`src/rtl/hcsr04_pkg.sv`:
```
// Shared types and 50 MHz default timing constants for the HC-SR04 ranger.
package hcsr04_pkg;

    typedef enum logic [2:0] {
        IDLE,
        TRIG,
        WAIT_ECHO,
        MEASURE,
        HOLDOFF
    } state_t;

    localparam int unsigned DEF_TRIG_CYC    = 500;
    localparam int unsigned DEF_CYC_PER_MM  = 291;
    localparam int unsigned DEF_TIMEOUT_CYC = 1900000;
    localparam int unsigned DEF_PERIOD_CYC  = 3000000;
    localparam int unsigned DEF_DIST_W      = 32;

    // Timeout marker; callers truncate to their distance width.
    function automatic logic [63:0] dist_timeout();
        return '1;
    endfunction

endpackage

```
`src/rtl/hcsr04_echo_sync.sv`:
```
// Two-flop synchronizer for the raw echo line plus rise/fall detection
// against a third delayed flop.
module hcsr04_echo_sync
    import hcsr04_pkg::*;
(
    input  logic clk,
    input  logic rst_n,
    input  logic echo_i,
    output logic echo_s,
    output logic rise,
    output logic fall
);

    logic meta;
    logic sync;
    logic dly;

    always_ff @(posedge clk) begin
        if (!rst_n) begin
            meta <= 1'b0;
            sync <= 1'b0;
            dly  <= 1'b0;
        end else begin
            meta <= echo_i;
            sync <= meta;
            dly  <= sync;
        end
    end

    assign echo_s = sync;
    assign rise   = sync & ~dly;
    assign fall   = ~sync & dly;

endmodule

```
`src/rtl/hcsr04_ranger.sv`:
```
// HC-SR04 driver: periodic trigger, echo width measured in mm with a
// prescaler and mm counter, timeout reported as an all-ones distance.
module hcsr04_ranger
    import hcsr04_pkg::*;
#(
    parameter int unsigned TRIG_CYC    = DEF_TRIG_CYC,
    parameter int unsigned CYC_PER_MM  = DEF_CYC_PER_MM,
    parameter int unsigned TIMEOUT_CYC = DEF_TIMEOUT_CYC,
    parameter int unsigned PERIOD_CYC  = DEF_PERIOD_CYC,
    parameter int unsigned DIST_W      = DEF_DIST_W
) (
    input  logic              clk,
    input  logic              rst_n,
    input  logic              enable_i,
    input  logic              echo_i,
    output logic              trigger_o,
    output logic [DIST_W-1:0] distance_o,
    output logic              valid_o,
    output logic              timeout_o,
    output logic              busy_o
);

    localparam int unsigned PS_W = (CYC_PER_MM > 1) ? $clog2(CYC_PER_MM) : 1;

    state_t            state;
    logic [31:0]       trig_cnt;
    logic [31:0]       wait_cnt;
    logic [31:0]       period_cnt;
    logic [PS_W-1:0]   prescaler;
    logic [DIST_W-1:0] mm_cnt;

    logic echo_s;
    logic echo_rise;
    logic echo_fall;

    hcsr04_echo_sync u_echo_sync (
        .clk    (clk),
        .rst_n  (rst_n),
        .echo_i (echo_i),
        .echo_s (echo_s),
        .rise   (echo_rise),
        .fall   (echo_fall)
    );

    always_ff @(posedge clk) begin
        if (!rst_n) begin
            state      <= IDLE;
            trig_cnt   <= '0;
            wait_cnt   <= '0;
            period_cnt <= '0;
            prescaler  <= '0;
            mm_cnt     <= '0;
            trigger_o  <= 1'b0;
            distance_o <= '0;
            valid_o    <= 1'b0;
            timeout_o  <= 1'b0;
            busy_o     <= 1'b0;
        end else begin
            valid_o   <= 1'b0;
            timeout_o <= 1'b0;

            if (state != IDLE && period_cnt != '1)
                period_cnt <= period_cnt + 32'd1;

            case (state)
                IDLE: begin
                    if (enable_i) begin
                        state      <= TRIG;
                        period_cnt <= '0;
                        trig_cnt   <= '0;
                        trigger_o  <= 1'b1;
                        busy_o     <= 1'b1;
                    end
                end

                TRIG: begin
                    if (trig_cnt == TRIG_CYC - 1) begin
                        state     <= WAIT_ECHO;
                        trigger_o <= 1'b0;
                        wait_cnt  <= '0;
                    end else begin
                        trig_cnt <= trig_cnt + 32'd1;
                    end
                end

                WAIT_ECHO: begin
                    if (echo_rise) begin
                        // The rise cycle is itself an echo-high sample, so it
                        // is counted here to keep distance = floor(N/CYC_PER_MM).
                        state     <= MEASURE;
                        wait_cnt  <= '0;
                        prescaler <= (CYC_PER_MM == 1) ? '0 : PS_W'(1);
                        mm_cnt    <= (CYC_PER_MM == 1) ? DIST_W'(1) : '0;
                    end else if (wait_cnt == TIMEOUT_CYC - 1) begin
                        state      <= HOLDOFF;
                        distance_o <= DIST_W'(dist_timeout());
                        valid_o    <= 1'b1;
                        timeout_o  <= 1'b1;
                    end else begin
                        wait_cnt <= wait_cnt + 32'd1;
                    end
                end

                MEASURE: begin
                    if (echo_fall) begin
                        state      <= HOLDOFF;
                        distance_o <= mm_cnt;
                        valid_o    <= 1'b1;
                    end else if (wait_cnt == TIMEOUT_CYC - 1) begin
                        state      <= HOLDOFF;
                        distance_o <= DIST_W'(dist_timeout());
                        valid_o    <= 1'b1;
                        timeout_o  <= 1'b1;
                    end else begin
                        wait_cnt <= wait_cnt + 32'd1;
                        if (echo_s) begin
                            if (prescaler == PS_W'(CYC_PER_MM - 1)) begin
                                prescaler <= '0;
                                if (mm_cnt != '1)
                                    mm_cnt <= mm_cnt + DIST_W'(1);
                            end else begin
                                prescaler <= prescaler + PS_W'(1);
                            end
                        end
                    end
                end

                HOLDOFF: begin
                    // Already past the period (short PERIOD_CYC) exits at once.
                    if (period_cnt >= PERIOD_CYC - 1) begin
                        if (enable_i) begin
                            state      <= TRIG;
                            period_cnt <= '0;
                            trig_cnt   <= '0;
                            trigger_o  <= 1'b1;
                        end else begin
                            state  <= IDLE;
                            busy_o <= 1'b0;
                        end
                    end
                end

                default: begin
                    state <= IDLE;
                end
            endcase
        end
    end

endmodule

```
`config.mk`:
```
export PLATFORM = sky130hd
export DESIGN_NAME = hcsr04_ranger
export DESIGN_NICKNAME = d
export VERILOG_FILES = /design/src/rtl/hcsr04_pkg.sv /design/src/rtl/hcsr04_echo_sync.sv /design/src/rtl/hcsr04_ranger.sv
export SDC_FILE = /design/constraint.sdc
export NUM_CORES = 1
export LEC_CHECK = 0
export CAP_MARGIN = 30
export CORE_UTILIZATION = 49
export DETAILED_ROUTE_END_ITERATION = 16
export PLACE_DENSITY = 0.78
export SLEW_MARGIN = 20
export SYNTH_ARGS = -nofsm -noshare
export SYNTH_HDL_FRONTEND = slang
export SYNTH_SLANG_ARGS = --single-unit
```
`constraint.sdc`:
```
create_clock -name clk -period 3.1 [get_ports clk]
set_input_delay 0.62 -clock clk [delete_from_list [all_inputs] [get_ports clk]]
set_output_delay 0.62 -clock clk [all_outputs]
set_load 0.01 [all_outputs]
```
==> flow_summary.ini, run 1 <==
[status]
outcome = completed

[cts]
clk_pin_slew_ns = 0.07
cts-root-buf = clkbuf_16
cts_tree = built
clock_latency_ns = 0.45
cts.sinks = 179
cts_inserted_buffers = 17
htreeDepth = 4
hold_buffers = 0
clock_path_buffers = 2
postCtsSetupBuffers = 0
cts_resized = 0

[critical_path]
worstPathRequired_ns = 3.48
crit_path_start_kind = register
cp-end-kind = register
arrival_ns = 3.20
criticalPathCategory = register to register
r2r_cells = 7
crit_fanout = 12

[timing]
tightest_slew_ns = 0.7789
setup_tns_ns = 0
finalMaxSlewViolations = 0
hold_viol_final = 0
min_period_over_period_pct = 91.00
max_clock_freq_mhz = 354.5
grt_setup_unrepaired = no
fin_crit_ns = 2.821
clock_skew_ns = 0.01309
relSlewSlack_pct = 47.63
finalSetupViolCount = 0

[detailed_routing]
drt_iter0_drc = 570
dr.pass1.iters = 8
num_vias = 8029
wl_per_cell_um = 15.99
ant_nets = 0
drt-total-wl_um = 20530
viasPerCell = 6.253
drc_errors = 0

[layout]
nFillCells = 1542
finalInstanceArea_um2 = 9943
multi_input_area_um2 = 4813
final_nets = 1056
synthToLayoutAreaGrowth_pct = 14.30
regArea_um2 = 3583
diodes = 0
drive_above_1_share_pct = 10.48

[synthesis]
synth_most_common_cell = dfxtp_1
synth_area_um2 = 8700
async_reset_ff_share_pct = 0
syn_nets = 1033
synthDistinctLibCells = 58
yosys_warnings = 0
yosys-top-cells-area = dfxtp_1, o221a_2, xnor2_1
synth_top_area_share_pct = 41.19
yosys-top-cells-count = dfxtp_1, nand2_1, nor2_1
synth_flop_cell = dfxtp_1
synth_top_cell_by_area = dfxtp_1
avgSynthCellArea_um2 = 8.504
ys_seq_area_share_pct = 41.19
netlist_instances = 1023
ys_seq_elements = 179
synth_edf_count = 0

[worst_hold_path]
min_path_cells = 1
hold_path.class = register to register

[floorplanning]
row_count = 48
die_width_um = 135.2
die_y_um = 135.2
core_um2 = 17300
io_pins = 40
start_util_pct = 50.30
die_area_um2 = 18290

[global_routing]
grt_pass1_vias = 7112
grt_max_degree = 65
grt_pass1_wl_um = 34280
antenna_found_initial = 0
grt.overflow.total = 0
track_usage_pct = 23.30

[run]
maxCapViolCount = 0

[power]
ir_drop_mv = 0.4262
p_per_area_nw_per_um2 = 462.5
p_total_mw = 4.599
p_leak_nw = 3.218

[place]
io_buffers = 39
gp_congestion = 0.8366
dpl-instance-area_um2 = 9379
post-dp-hpwl_um = 13760
-- sequential cells by signal (all words and copies together), names as in the netlist --
signal and cells:
u_echo_sync.dly 1, timeout_o 1, valid_o 1, trig_cnt 32
wait_cnt 32, state 3, u_echo_sync.echo_s 1, u_echo_sync.meta 1
trigger_o 1, prescaler 9, busy_o 1, mm_cnt 32
distance_o 32, period_cnt 32
-- cell type report --
type / count / share of cell area, %
multi-input cells: 766 / 48.41
flip-flops and latches: 179 / 36.04
repair buffers: 72 / 6.669
clock buffers: 17 / 4.278
well taps: 225 / 2.831
clock inverters: 15 / 1.397
inverters: 10 / 0.3775
-- layout by cell type (no fill, tap or decap), types with 3 or more instances in the layout --
cell type and instances:
a211oi_1 5, nand4_1 38, mux2i_1 7, nand2_1 79, nor4b_1 7, inv_1 10
o21ai_0 48, nor2_1 71, or3_1 48, a31oi_1 3, and4_1 15, nor3b_1 4
nand3b_1 3, nor3_2 3, nor3_1 28, nand2b_1 10, nand3_1 52, or4_1 34
dfxtp_1 179, clkinvlp_4 3, a21oi_1 64, o2111ai_1 6, ha_1 6, clkbuf_16 17
buf_4 31, nor4_1 39, xnor2_1 38, and2_1 9, o211ai_1 17, o31ai_1 20
and3_1 33, clkdlybuf4s50_1 39, xor2_1 13, o221a_2 32, inv_6 5, o21a_1 4
inv_8 3
-- worst paths after layout --
path | start | end | slack (ns)
hold reg to reg | u_echo_sync.meta | u_echo_sync.echo_s | 0.44
setup / recovery | trig_cnt[0] | wait_cnt[20] | 0.28
hold / removal | u_echo_sync.meta | u_echo_sync.echo_s | 0.44
setup reg to reg | trig_cnt[0] | wait_cnt[20] | 0.28
-- logic make-up (layout without fill, tap and decap cells) --
family / count (synthesis) / count (layout) / synth area share, %
flops: 179 / 179 / 41.19
mux: 7 / 7 / 0.8054
compound gates: 215 / 215 / 16.93
buf+inv: 78 / 114 / 3.596
simple gates: 487 / 487 / 31.48
xor+xnor: 51 / 51 / 5.134
fa+ha+maj: 6 / 6 / 0.8629
-- power by group --
group	switching [mW]	internal (mW)	leakage (nW)
combinational	0.130	0.0634	1.50
clock	1.02	1.06	0.270
sequential	0.0148	2.31	1.44
-- worst max-delay path, cell delays in order, from the launching register on --
cell     delay, ns
dfxtp_1       0.39
ha_1          0.22
nor4b_1       0.28
nand3_1       0.19
o31a_1        0.35
or4_4         0.65
or4_1         0.51
a21oi_1       0.17
-- metrics by stage --
step / util, % / hold WS [ns] / std cells / setup WS (ns)
after floorplan: - / 0.4119 / 1023 / 0.6147
after global placement: 54.22 / 0.4176 / 1252 / 0.2560
after detailed placement: 54.22 / 0.4237 / 1252 / 0.1693
after CTS: 57.49 / 0.4407 / 1284 / 0.2954
after global routing: 57.49 / 0.4817 / 1284 / 0.1430
final: 57.49 / 0.4438 / 1284 / 0.2790
-- per-layer routing --
| layer | up-vias | track usage (%) | part of all wire, % |
|---|---|---|---|
| li1 | 3931 | - | - |
| met2 | 241 | 38.95 | 48 |
| met3 | 27 | 5.649 | 5.6 |
| met5 | - | 0 | 0 |
| met1 | 3830 | 29.28 | 45 |
| met4 | 0 | 7.740 | 1.5 |
Power figures use the tool's default switching activity.
==> run 2: changes to the inputs <==
--- a/config.mk
+++ b/config.mk
@@ -6,9 +6,11 @@
 export NUM_CORES = 1
 export LEC_CHECK = 0
 export CAP_MARGIN = 30
-export CORE_UTILIZATION = 49
+export CELL_PAD_IN_SITES_DETAIL_PLACEMENT = 2
+export CELL_PAD_IN_SITES_GLOBAL_PLACEMENT = 2
+export CORE_UTILIZATION = 37
 export DETAILED_ROUTE_END_ITERATION = 16
-export PLACE_DENSITY = 0.78
+export PLACE_DENSITY = 0.9
 export SLEW_MARGIN = 20
 export SYNTH_ARGS = -nofsm -noshare
 export SYNTH_HDL_FRONTEND = slang
==> flow_summary.ini, run 2 (synthesized netlist as in run 1, its figures left out) <==
[status]
outcome = completed

[layout]
diodes = 0
final_nets = 1060
stdcell_count = 1376
layout_commonest_cell = dfxtp_1
regArea_um2 = 3583
synthToLayoutAreaGrowth_pct = 16.51
multi_input_area_um2 = 4823
nFillCells = 2527
drive_above_1_share_pct = 11.19
finalInstanceArea_um2 = 10140
layout_common_cells = dfxtp_1, nand2_1, nor2_1

[place]
dp_slack_ns = 0.01179
dpl-instance-area_um2 = 9508
gp_congestion = 0.7769
io_buffers = 39
place_inst = 1343
post-dp-hpwl_um = 19750

[global_routing]
track_usage_pct = 26.99
grt_pass1_wl_um = 51720
grt_pass1_vias = 9451
grt_max_degree = 64
grt.overflow.total = 0
antenna_found_initial = 0

[cts]
clk_pin_slew_ns = 0.07
postCtsSetupBuffers = 0
cts_tree = built
htreeDepth = 4
clock_latency_ns = 0.45
clock_path_buffers = 2
cts.sinks = 179
cts_inserted_buffers = 17
cts-root-buf = clkbuf_16

[detailed_routing]
num_vias = 8551
ant_nets = 0
drt_iter0_drc = 420
viasPerCell = 6.214
dr.pass1.iters = 5
wl_per_cell_um = 23.10
drt-total-wl_um = 31790
drc_errors = 0

[timing]
max_clock_freq_mhz = 336.2
finalMaxSlewViolations = 0
tightest_slew_ns = 0.7207
fin_crit_ns = 2.974
relSlewSlack_pct = 51.95
hold_viol_final = 0
finalSetupViolCount = 0
setup_tns_ns = 0
clock_skew_ns = 0.01254
min_period_over_period_pct = 95.94
grt_setup_unrepaired = no
setup_ws_ns = 0.1258
hold-worst-slack_ns = 0.4717

[critical_path]
worstPathRequired_ns = 3.47
crit_path_start_kind = register
cp-end-kind = register
criticalPathCategory = register to register
arrival_ns = 3.34
crit_fanout = 16

[floorplanning]
die_y_um = 155.3
core_um2 = 22850
row_count = 55
die_width_um = 155.3
die_area_um2 = 24130
start_util_pct = 38.08
io_pins = 40

[power]
ir_drop_mv = 0.3777
p_leak_nw = 3.267
p_per_area_nw_per_um2 = 476.8

[run]
maxCapViolCount = 0

[worst_hold_path]
hold_path.class = register to register
-- run 2: cell types whose count changed in the layout (fill, tap and decap cells not counted), sizes merged --
| cell | delta |
|---|---|
| buf | +4 |
| bufinv | +1 |
| clkbuf | +1 |
| clkdlybuf4s50 | -1 |
| clkinv | +1 |
| clkinvlp | -2 |
-- run 2: path summary, 6_finish.rpt --
path                                  startpoint            endpoint  slack, ns  cells after the start
worst min register to register  u_echo_sync.meta  u_echo_sync.echo_s       0.47                      1
worst max-delay path                    state[1]           mm_cnt[0]       0.13                      7
worst min-delay path            u_echo_sync.meta  u_echo_sync.echo_s       0.47                      1
worst max register to register          state[1]           mm_cnt[0]       0.13                      7
-- run 2: area by class of cell --
type	count	area share [%]
Clock inverter	15	1.839
Tap cell	313	3.864
Sequential cell	179	35.35
Clock buffer	17	4.197
Multi-Input combinational cell	766	47.59
Inverter	10	0.3703
Timing Repair Buffer	76	6.789
-- run 2: repair_timing --
| action | 4_1_cts | 5_1_grt |
|---|---|---|
| gates resized for setup | 0 | 2 |
| endpoints found under the setup margin | 0 | 23 |
| hold buffers | 0 | 0 |
-- run 2: through the flow --
| stage | total power [mW] | util [%] |
|---|---|---|
| 2_1_floorplan | 2.497 | - |
| 3_3_place_gp | 2.577 | 41.62 |
| 3_5_place_dp | 2.588 | 41.62 |
| 4_1_cts | 4.870 | 44.29 |
| 5_1_grt | 4.983 | 44.36 |
| 6_report | 4.833 | 44.36 |
-- run 2: power by group --
group | total, mW | internal (mW) | switching (mW)
Sequential | 2.32 | 2.31 | 0.0151
Clock | 2.29 | 1.17 | 1.13
Combinational | 0.219 | 0.0671 | 0.152
Total | 4.83 | 3.54 | 1.29
-- run 2: critical path: stages (launching register included) --
cell and delay, ns:
dfxtp_1 0.67, nor2b_2 0.41, nand2_1 0.21, or3_1 0.67, nor2_1 0.33, buf_4 0.27, o21ai_0 0.13, a21oi_1 0.19
-- run 2: layer usage --
layer	up-vias	part of all wire, %	GRT usage [%]
li1	3931	-	-
met3	75	2.7	4.429
met4	0	3.3	12.09
met5	-	0	0
met1	4373	42	31.05
met2	172	52	48.86
